--- src/rtl/avalon_packet_enforcer_pkg.sv ---
// Shared types and constants for the Avalon-ST packet enforcer.
// Latency: n/a (types, constants and a pure helper function only).
// Backpressure: n/a.
package avalon_packet_enforcer_pack;

   // Beat geometry the enforcer is built for; the top-level DATA_WIDTH_IN_BYTES must equal this.
   localparam int BEAT_BYTES   = 16;
   localparam int BEAT_DATA_W  = 8 * BEAT_BYTES;
   localparam int BEAT_EMPTY_W = (BEAT_BYTES > 1) ? $clog2(BEAT_BYTES) : 1;

   // Empty value of the synthetic closing beat: only one (zero) byte is meaningful.
   localparam logic [BEAT_EMPTY_W-1:0] SYNTH_EMPTY = BEAT_EMPTY_W'(BEAT_BYTES - 1);

   typedef enum logic [1:0] {
      IDLE,
      IN_PACKET,
      DROP
   } avalon_packet_enforcer_sm_t;

   typedef struct packed {
      logic [BEAT_DATA_W-1:0]  data;
      logic [BEAT_EMPTY_W-1:0] empty;
      logic                    sop;
      logic                    eop;
   } beat_t;

   // A forwarded beat keeps its data; empty only has meaning on the eop beat.
   function automatic beat_t pass_beat(input beat_t b);
      beat_t r;
      r = b;
      if (!b.eop) r.empty = '0;
      return r;
   endfunction

endpackage

--- src/rtl/avalon_st_if.sv ---
// Avalon-ST streaming bundle: data, empty, valid, ready, sop, eop.
// Latency: none (wires only).
// Backpressure: ready flows from slave back to master.
interface avalon_st_if #(
   parameter int DATA_WIDTH_IN_BYTES = 16
);
   localparam int EMPTY_W = (DATA_WIDTH_IN_BYTES > 1) ? $clog2(DATA_WIDTH_IN_BYTES) : 1;

   logic [8*DATA_WIDTH_IN_BYTES-1:0] data;
   logic [EMPTY_W-1:0]               empty;
   logic                             valid;
   logic                             ready;
   logic                             sop;
   logic                             eop;

   modport master (output data, output empty, output valid, output sop, output eop, input ready);
   modport slave  (input data, input empty, input valid, input sop, input eop, output ready);
endinterface

--- src/rtl/avalon_packet_enforcer_sat_err_counter.sv ---
// Saturating event counter with synchronous clear.
// Latency: count reflects inc/clear one cycle after they are sampled.
// Backpressure: none; clear wins over a simultaneous inc.
module sat_err_counter #(
   parameter int ERR_CNT_WIDTH = 16
) (
   input  logic                     clk,
   input  logic                     rst,
   input  logic                     inc,
   input  logic                     clear,
   output logic [ERR_CNT_WIDTH-1:0] count
);

   // Count events, hold at all-ones, clear has priority.
   always_ff @(posedge clk) begin
      if (rst || clear) begin
         count <= '0;
      end else if (inc && (count != '1)) begin
         count <= count + 1'b1;
      end
   end

endmodule

--- src/rtl/avalon_packet_enforcer.sv ---
// Registered Avalon-ST framing enforcer: repairs/drops illegal beats, truncates long packets, counts errors.
// Latency: 1 cycle from acceptance to enforced_msg.valid; no bubbles with a ready sink.
// Backpressure: untrusted_msg.ready follows output-register freedom; low while injecting a closing beat.
module avalon_packet_enforcer
   import avalon_packet_enforcer_pack::*;
#(
   parameter int DATA_WIDTH_IN_BYTES = BEAT_BYTES,
   parameter int MAX_PKT_LEN_BEATS   = 256,
   parameter int ERR_CNT_WIDTH       = 16
) (
   input  logic                     clk,
   input  logic                     rst,
   avalon_st_if.slave               untrusted_msg,
   avalon_st_if.master              enforced_msg,
   input  logic                     counters_clear,
   output logic                     missing_sop_error,
   output logic                     double_sop_error,
   output logic                     length_error,
   output logic [ERR_CNT_WIDTH-1:0] missing_sop_cnt,
   output logic [ERR_CNT_WIDTH-1:0] double_sop_cnt,
   output logic [ERR_CNT_WIDTH-1:0] length_err_cnt
);

   localparam int DW    = 8 * DATA_WIDTH_IN_BYTES;
   localparam int CNT_W = $clog2(MAX_PKT_LEN_BEATS + 1);
   // Counter value at which the next non-eop beat is the last one allowed.
   localparam logic [CNT_W-1:0] LAST_MID = CNT_W'(MAX_PKT_LEN_BEATS - 1);

   avalon_packet_enforcer_sm_t state;
   logic [CNT_W-1:0]           beat_cnt;
   beat_t                      out_q;
   logic                       out_vld;
   beat_t                      in_beat;
   logic                       free;
   logic                       inject;
   logic                       accept;

   // Gather the incoming fields into one beat for the datapath.
   always_comb begin
      in_beat       = '0;
      in_beat.data  = untrusted_msg.data;
      in_beat.empty = untrusted_msg.empty;
      in_beat.sop   = untrusted_msg.sop;
      in_beat.eop   = untrusted_msg.eop;
   end

   // A sop inside an open packet is held off while a closing beat is emitted in its place.
   assign free                = ~out_vld | enforced_msg.ready;
   assign inject              = (state == IN_PACKET) & untrusted_msg.valid & untrusted_msg.sop;
   assign untrusted_msg.ready = free & ~rst & ~inject;
   assign accept              = untrusted_msg.valid & untrusted_msg.ready;

   assign enforced_msg.valid = out_vld;
   assign enforced_msg.data  = out_q.data[DW-1:0];
   assign enforced_msg.empty = out_q.empty;
   assign enforced_msg.sop   = out_q.sop;
   assign enforced_msg.eop   = out_q.eop;

   // Framing state machine, output register and registered error pulses.
   always_ff @(posedge clk) begin
      if (rst) begin
         state             <= IDLE;
         beat_cnt          <= '0;
         out_vld           <= 1'b0;
         out_q             <= '0;
         missing_sop_error <= 1'b0;
         double_sop_error  <= 1'b0;
         length_error      <= 1'b0;
      end else begin
         missing_sop_error <= 1'b0;
         double_sop_error  <= 1'b0;
         length_error      <= 1'b0;
         // Register drains when consumed unless something new is loaded below.
         if (free) out_vld <= 1'b0;

         if (inject && free) begin
            out_vld          <= 1'b1;
            out_q            <= '{data: '0, empty: SYNTH_EMPTY, sop: 1'b0, eop: 1'b1};
            double_sop_error <= 1'b1;
            state            <= IDLE;
            beat_cnt         <= '0;
         end else if (accept) begin
            case (state)
               IN_PACKET: begin
                  // A sop never gets here: inject keeps ready low for it.
                  out_vld <= 1'b1;
                  if (in_beat.eop) begin
                     out_q    <= pass_beat(in_beat);
                     state    <= IDLE;
                     beat_cnt <= '0;
                  end else if (beat_cnt == LAST_MID) begin
                     out_q        <= '{data: in_beat.data, empty: '0, sop: 1'b0, eop: 1'b1};
                     length_error <= 1'b1;
                     state        <= DROP;
                     beat_cnt     <= beat_cnt + 1'b1;
                  end else begin
                     out_q    <= pass_beat(in_beat);
                     beat_cnt <= beat_cnt + 1'b1;
                  end
               end
               default: begin
                  // IDLE and DROP both restart cleanly on a sop.
                  if (in_beat.sop) begin
                     out_vld <= 1'b1;
                     out_q   <= pass_beat(in_beat);
                     if (in_beat.eop) begin
                        state    <= IDLE;
                        beat_cnt <= '0;
                     end else begin
                        state    <= IN_PACKET;
                        beat_cnt <= CNT_W'(1);
                     end
                  end else if (state == IDLE) begin
                     missing_sop_error <= 1'b1;
                  end else if (in_beat.eop) begin
                     state <= IDLE;
                  end
               end
            endcase
         end
      end
   end

   sat_err_counter #(.ERR_CNT_WIDTH(ERR_CNT_WIDTH)) u_missing_sop_cnt (
      .clk   (clk),
      .rst   (rst),
      .inc   (missing_sop_error),
      .clear (counters_clear),
      .count (missing_sop_cnt)
   );

   sat_err_counter #(.ERR_CNT_WIDTH(ERR_CNT_WIDTH)) u_double_sop_cnt (
      .clk   (clk),
      .rst   (rst),
      .inc   (double_sop_error),
      .clear (counters_clear),
      .count (double_sop_cnt)
   );

   sat_err_counter #(.ERR_CNT_WIDTH(ERR_CNT_WIDTH)) u_length_err_cnt (
      .clk   (clk),
      .rst   (rst),
      .inc   (length_error),
      .clear (counters_clear),
      .count (length_err_cnt)
   );

endmodule

--- src/flat_wrapper.sv ---
// flat-port wrapper written by rule: the top's interface ports become plain ports
module avalon_packet_enforcer_flat import avalon_packet_enforcer_pack::*;
#(
   parameter int DATA_WIDTH_IN_BYTES = BEAT_BYTES,
   parameter int MAX_PKT_LEN_BEATS   = 256,
   parameter int ERR_CNT_WIDTH       = 16
)
  (clk, rst, counters_clear, missing_sop_error, double_sop_error, length_error, missing_sop_cnt, double_sop_cnt, length_err_cnt, untrusted_msg_data, untrusted_msg_empty, untrusted_msg_valid, untrusted_msg_sop, untrusted_msg_eop, untrusted_msg_ready, enforced_msg_data, enforced_msg_empty, enforced_msg_valid, enforced_msg_sop, enforced_msg_eop, enforced_msg_ready);
  avalon_st_if #(.DATA_WIDTH_IN_BYTES(DATA_WIDTH_IN_BYTES)) untrusted_msg_i ();
  avalon_st_if #(.DATA_WIDTH_IN_BYTES(DATA_WIDTH_IN_BYTES)) enforced_msg_i ();
  input  logic clk;
  input  logic rst;
  input  logic counters_clear;
  output logic missing_sop_error;
  output logic double_sop_error;
  output logic length_error;
  output logic [ERR_CNT_WIDTH-1:0] missing_sop_cnt;
  output logic [ERR_CNT_WIDTH-1:0] double_sop_cnt;
  output logic [ERR_CNT_WIDTH-1:0] length_err_cnt;
  input wire logic [$bits(untrusted_msg_i.data)-1:0] untrusted_msg_data;
  input wire logic [$bits(untrusted_msg_i.empty)-1:0] untrusted_msg_empty;
  input wire logic [$bits(untrusted_msg_i.valid)-1:0] untrusted_msg_valid;
  input wire logic [$bits(untrusted_msg_i.sop)-1:0] untrusted_msg_sop;
  input wire logic [$bits(untrusted_msg_i.eop)-1:0] untrusted_msg_eop;
  output wire logic [$bits(untrusted_msg_i.ready)-1:0] untrusted_msg_ready;
  output wire logic [$bits(enforced_msg_i.data)-1:0] enforced_msg_data;
  output wire logic [$bits(enforced_msg_i.empty)-1:0] enforced_msg_empty;
  output wire logic [$bits(enforced_msg_i.valid)-1:0] enforced_msg_valid;
  output wire logic [$bits(enforced_msg_i.sop)-1:0] enforced_msg_sop;
  output wire logic [$bits(enforced_msg_i.eop)-1:0] enforced_msg_eop;
  input wire logic [$bits(enforced_msg_i.ready)-1:0] enforced_msg_ready;
  assign untrusted_msg_i.data = untrusted_msg_data;
  assign untrusted_msg_i.empty = untrusted_msg_empty;
  assign untrusted_msg_i.valid = untrusted_msg_valid;
  assign untrusted_msg_i.sop = untrusted_msg_sop;
  assign untrusted_msg_i.eop = untrusted_msg_eop;
  assign untrusted_msg_ready = untrusted_msg_i.ready;
  assign enforced_msg_data = enforced_msg_i.data;
  assign enforced_msg_empty = enforced_msg_i.empty;
  assign enforced_msg_valid = enforced_msg_i.valid;
  assign enforced_msg_sop = enforced_msg_i.sop;
  assign enforced_msg_eop = enforced_msg_i.eop;
  assign enforced_msg_i.ready = enforced_msg_ready;
  avalon_packet_enforcer #(.DATA_WIDTH_IN_BYTES(DATA_WIDTH_IN_BYTES), .MAX_PKT_LEN_BEATS(MAX_PKT_LEN_BEATS), .ERR_CNT_WIDTH(ERR_CNT_WIDTH)) u_core (.clk(clk), .rst(rst), .untrusted_msg(untrusted_msg_i), .enforced_msg(enforced_msg_i), .counters_clear(counters_clear), .missing_sop_error(missing_sop_error), .double_sop_error(double_sop_error), .length_error(length_error), .missing_sop_cnt(missing_sop_cnt), .double_sop_cnt(double_sop_cnt), .length_err_cnt(length_err_cnt));
endmodule
--- config.mk ---
export PLATFORM = sky130hd
export DESIGN_NAME = avalon_packet_enforcer_flat
export DESIGN_NICKNAME = d
export VERILOG_FILES = /design/src/rtl/avalon_packet_enforcer_pkg.sv /design/src/rtl/avalon_st_if.sv /design/src/rtl/avalon_packet_enforcer_sat_err_counter.sv /design/src/rtl/avalon_packet_enforcer.sv /design/src/flat_wrapper.sv
export SDC_FILE = /design/constraint.sdc
export NUM_CORES = 1
export LEC_CHECK = 0
export CORE_MARGIN = 2
export CORE_UTILIZATION = 45
export CTS_CLUSTER_DIAMETER = 30
export DETAILED_ROUTE_END_ITERATION = 10
export PLACE_DENSITY = 0.83
export RECOVER_POWER = 100
export SLEW_MARGIN = 20
export SYNTH_ARGS = -nofsm -noshare
export SYNTH_HDL_FRONTEND = slang
export SYNTH_SLANG_ARGS = --single-unit
--- constraint.sdc ---
create_clock -name clk -period 4.6 [get_ports clk]
set_clock_uncertainty 0.1 [all_clocks]
set_input_delay 1.38 -clock clk [delete_from_list [all_inputs] [get_ports clk]]
set_output_delay 1.38 -clock clk [all_outputs]
set_load 0.005 [all_outputs]
# After elaboration in Yosys (flattened, before gate mapping)
# Cells that the tools add are included.
word_totals:
  register_bits: 197
  latchBits: 0
  mem_bits_rw: 0
  rom_bits: 0
  input_bits: 139
  output_inout_bits: 187
  word_cells: 77
  mem_count: 0
op_classes:
  addsub: 4
  mul: 0
  n_div: 0
  magnitude_cmp: 0
  eq_ne: 7
  n_shift: 0
  muxes: 26
  bitwise: 11
  n_reduce_logical: 16
ops:
  columns: ["op", "n"]
  rows:
  - ["$mux W134", 2]
  - ["$add A16 B1 Y16 const B", 3]
  - ["$ne A16 B16 Y1 const B", 3]
  - ["$mux W9", 3]
  - ["$mux W6", 3]
  - ["$mux W2", 7]
  - ["$mux W1", 10]
  - ["$reduce_or A5 Y1", 2]
  - ["$add A9 B1 Y9 const B", 1]
  - ["$eq A9 B8 Y1 const B", 1]
  - ["$reduce_bool A3 Y1", 2]
  - ["$and A1 B1 Y1", 5]
  - ["$not A1 Y1", 5]
  - ["$logic_and A1 B1 Y1", 4]
  - ["$mux W4", 1]
  - ["$reduce_and A2 Y1", 2]
  - ["$reduce_and A4 Y1", 1]
  - ["$reduce_bool A2 Y1", 2]
  - ["$ne A3 B2 Y1 const B", 1]
  - ["$ne A3 B3 Y1 const B", 1]
  - ["$eq A2 B1 Y1 const B", 1]
  - ["$logic_not A2 Y1", 1]
  - ["$reduce_or A2 Y1", 1]
  - ["$logic_or A1 B1 Y1", 1]
  - ["$or A1 B1 Y1", 1]

# Depth between registers and ports, before layout
logic_depth:
  word_depth: 8
  depth_mapped: 8
  depth_no_buf: 7

# By module
# A second synthesis with hierarchy kept.
hier_totals:
  cells_unflattened: 998
  hier_area_um2: 8481.9
by_module_without_submodules:
  columns: ["mod", "instances", "cells_per_inst", "area_each_um2", "seq_area_each_um2"]
  rows:
  - ["avalon_packet_enforcer", 1, 713, 5940.7, 2982.9]
  - ["sat_err_counter", 3, 95, 847.1, 320.3]

# Least setup slack after synthesis
# OpenSTA, ideal clock, no wires.
synth_timing:
  path_kind: "input -> output"
  startpoint: "input port rst"
  endpoint: "output port untrusted_msg_ready"
  t_arrival_ps: 1961
  required_ps: 3120
  slack_ps: 1159
  path_stages: 3
  path_buffers: 2
  path_cell_list: "clkbuf_1 > clkbuf_1 > a311oi_1"
synth_between:
  elab_chain_len: 3
synth_rtl:
  columns: ["element", "line_no", "source"]
  rows:
  - ["start: declaration", "flat_wrapper.sv:12", "input logic rst;"]
  - ["$not A1 Y1", "avalon_packet_enforcer.sv:50", "assign untrusted_msg.ready = free & ~rst & ~inject;"]
  - ["$and A1 B1 Y1 (2 in series)", "avalon_packet_enforcer.sv:50", null]
  - ["end: declaration", "flat_wrapper.sv:25", "output wire logic [$bits(untrusted_msg_i.ready)-1:0] untrusted_msg_ready;"]
# No other way between the ends.

# Worst setup path in the final report
layout_timing:
  startpoint: "input port enforced_msg_ready"
  endpoint: "output port untrusted_msg_ready"
layout_between:
  elab_chain_len: 3
layout_rtl:
  columns: ["element", "line_no", "source"]
  rows:
  - ["start: declaration", "flat_wrapper.sv:31", "input wire logic [$bits(enforced_msg_i.ready)-1:0] enforced_msg_ready;"]
  - ["$or A1 B1 Y1", "avalon_packet_enforcer.sv:48", "assign free = ~out_vld | enforced_msg.ready;"]
  - ["$and A1 B1 Y1 (2 in series)", "avalon_packet_enforcer.sv:50", null]
# No other way between the ends.

==> metrics.md <==
| Metric | Value |
|---|---|
| Run status | completed |
| Clock Sink Count | 197 |
| Die Ht | 139 um |
| Max Cap Violations | 0 |
| Drt initial violations | between 700 and 800 |
| Clk Latency, worst-skew pair | 0.43 ns |
| DRT Pass-1 Iters | 5 |
| Area taken by multi-input logic gates | 3940 um2 |
| Slew Limit Fails | 0 |
| Count of different cell masters after synthesis | 55 |
| Routed Antenna Nets | 0 |
| Final core utilization | about two thirds |
| Post-CTS sizing | 0 |
| Final Cycle Share | between 90 and 100% |
| Ys flop type | dfxtp_1 |
| Area grow syn2layout | 48.8% |
| Global Route Usage Sum | roughly 28% |
| Post-synthesis average cell area | 8.29 um2 |
| Die width | 139 um |
| Largest net degree at the start of global routing | 66 |
| Headroom to the max-slew limit | roughly a quarter |
| Int Pwr | 2.80 mW |
| Most frequent cells in the layout | dfxtp_1 (197), dlygate4sd3_1 (189), a21oi_1 (156) |
| Final total negative setup slack | 0 ns |
| CTS tree | built |
| Post-synthesis sequential area ratio | 47.9% |
| Clock tree buffer depth | 2 |
| Worst hold path startpoint | u_core.enforced_msg.data[1] |
| Worst reg2reg setup slack | between 2 and 2.5 ns |
| Port Buf Inserts | 325 |
| Vias in the first global route | between 8000 and 9000 |
| Total number of vias | 8844 |
| Period minus WS final | 4.34 ns |
| Sequential Power Share | 47.2% |
| Total Wirelength | 27100 um |
| Slowest stage delay, CP | 0.61 ns |
| Post-CTS Hold Buffers | 0 |
| Sw frac | around 26% |
| Crit Reg-Reg Startpoint | u_core.state[1] |
| WL/cell | 17.9 um |
| Starting density of the core | between 40% and 50% |
| # fillers | 1419 |
| Post-synth EDFFs | 0 |
| Fmax | 231 MHz |
| Hold Vio Cnt, Final | 0 |
| Final HPWL DP | between 15000 and 20000 um |
| Delay-heaviest family, CP | buffers and inverters |
| Final Non-Filler Cells | 1516 |
| Clock slew at reported path FFs | 0.08 ns |
| Share of layout cells above drive strength 1 | 5.14% |
| CP max stage cell | dlygate4sd3_1 |
| Min-Delay Path Class | reg -> reg |
| Io pins | approximately 330 |
| Critical Path AT | 2.86 ns |
| Row cnt | 49 |
| Path type of the worst setup path | in -> out |
| Global-route wire length before repair | 44000 um |
| Die area | between 15000 and 20000 um2 |
| Core outline area | 18000 um2 |
| CTS H-tree depth | 4 |
| CTS Buf Count | 17 |
| Final setup vio count | 0 |
| Clock network power share | between 40% and 50% |
| RR Endpoint | u_core.enforced_msg.data[124] |
| CP Cell Sequence | clkdlybuf4s50_1 -> nor2b_1 -> a311oi_1 -> dlygate4sd3_1 |
| GPL Wtd Cong | 0.835 |
| Combinational share of power | 12.7% |
| Pleak | 4.67 nW |
| Cell count after synthesis | 994 |
| Syn nets | approximately 1100 |
| Most common cell after layout, fill and taps aside | dfxtp_1 |
| CP Buf/Inv Count | 2 |
| NetSw | 0.958 mW |
| Reg area | 3940 um2 |
| WHS Path Cells | 2 |
| P per Cell Area | 306 nW/um2 |
| Crit start category | primary input |
| WHS Endpoint | u_core.enforced_msg.data[1] |
| RSZ-0062 raised after global routing | false |
| Setup bufs post-CTS | 0 |
| Placed insts | 1483 |
| Max VDD drop | 0.251 mV |
| YS warnings | 0 |
| Data required, critical path | about 3.1 ns |
| Grt total ovfl | 0 |
| Synth Cell Area | 8240 um2 |
| Critical path endpoint category | output pin |
| #FFs+latches synth | just under 200 |
| FFs w/ async S/R, synth | 0% |
| Drt drc | 0 |
| R2R cell count | 6 |
| Via density | 5.83 |
| Final layout net count | 1417 |
| CTS root buffer | clkbuf_16 |
| Slew @ Worst Pin | 1.13 ns |
| Worst-path maximum fanout | 3 |
| Initial antenna violation count | 2 |
[through the flow]
step	instance area [um2]	worst slack [ns]	hold slack [ns]	total power, mW
after floorplan	8240	1.16	0.347	2.02
after global placement	11700	0.346	0.357	2.30
after global routing	12300	0.238	0.391	3.91
after CTS	12300	0.341	0.375	3.81
final	12300	0.263	0.371	3.76
after detailed placement	11700	0.329	0.365	2.31
[routing by layer]
metal  track usage [%]  wire (um)  up-vias
met3              10.3       2380       78
met5                 0          0        -
met1              33.9      10800     4157
met2              42.7      12700      364
met4              13.0       1180        0
li1                  -          -     4245
[registers in the layout (all words and copies together) (netlist names), 2 cells and up]
signal	cells
u_core.state	2
u_core.enforced_msg.data	128
u_core.u_double_sop_cnt.count	16
u_core.enforced_msg.empty	4
u_core.beat_cnt	9
u_core.u_length_err_cnt.count	16
u_core.u_missing_sop_cnt.count	16
[cell families after synthesis]
logic type      after synthesis  share of synthesized area (%)
mux                           6                          0.729
compound gates              362                           23.9
buf+inv                      96                           4.81
fa+ha+maj                     5                          0.759
simple gates                322                           21.1
xor+xnor                      6                          0.820
flops                       197                           47.9
[cells in the mapped netlist, types with 2 or more instances]
cell type / count / area share [%]
nand2b_1: 4 / 0.30
or4_1: 10 / 0.91
o211a_1: 3 / 0.36
a311oi_1: 4 / 0.43
buf_4: 2 / 0.18
nor4_1: 10 / 0.76
dfxtp_1: 197 / 48
nor2b_1: 3 / 0.23
or2_2: 5 / 0.38
o21ai_0: 155 / 9.4
and4_1: 9 / 0.96
o31ai_1: 9 / 0.82
buf_2: 13 / 0.79
o41ai_1: 3 / 0.32
clkbuf_1: 68 / 3.1
a41o_1: 3 / 0.36
nand4_1: 19 / 1.4
inv_1: 11 / 0.50
or3b_2: 3 / 0.32
o311ai_0: 2 / 0.21
nor2_1: 32 / 1.5
or3_1: 13 / 0.99
ha_1: 5 / 0.76
a2111oi_0: 2 / 0.21
nand3b_1: 3 / 0.27
a211oi_1: 9 / 0.82
nand3_1: 146 / 8.9
and3_1: 7 / 0.53
a31oi_1: 9 / 0.68
nand4b_1: 4 / 0.43
xor2_1: 3 / 0.32
mux2i_1: 6 / 0.73
nand2_1: 34 / 1.5
a21oi_1: 156 / 9.5
nor3_1: 12 / 0.73
[power by group through the flow]
| stage | sequential, mW | combinational, mW | clock (mW) |
|---|---|---|---|
| after CTS | 1.78 | 0.494 | 1.54 |
| final | 1.77 | 0.476 | 1.51 |
| after detailed placement | 1.82 | 0.490 | 0 |
| after global routing | 1.78 | 0.517 | 1.61 |
| after global placement | 1.81 | 0.489 | 0 |
| after floorplan | 1.82 | 0.197 | 0 |
[cell type report]
class	instances	area share [%]
flip-flops and latches	197	32.2
repair buffers	345	28.2
clock inverters	14	1.34
clock buffers	17	3.47
diodes	2	0.0408
inverters	11	0.337
well taps	229	2.34
multi-input cells	701	32.1
[worst min-delay path, delay by kind of cell (launching register included)]
family / cells / cell delay, ns
AO/OA/AOI/OAI: 2 / 0.12
flip-flops: 1 / 0.31
[worst max-delay path by stage]
| stage | slack [ns] | startpoint | to | cells past startpoint |
|---|---|---|---|---|
| floorplan | 1.16 | rst | untrusted_msg_ready | 3 |
| detailed placement | 0.33 | enforced_msg_ready | untrusted_msg_ready | 4 |
| CTS | 0.34 | enforced_msg_ready | untrusted_msg_ready | 4 |
| global route | 0.24 | enforced_msg_ready | untrusted_msg_ready | 4 |
| finish | 0.26 | enforced_msg_ready | untrusted_msg_ready | 4 |
| global placement | 0.35 | enforced_msg_ready | untrusted_msg_ready | 4 |
Power figures use the tool's default switching activity.
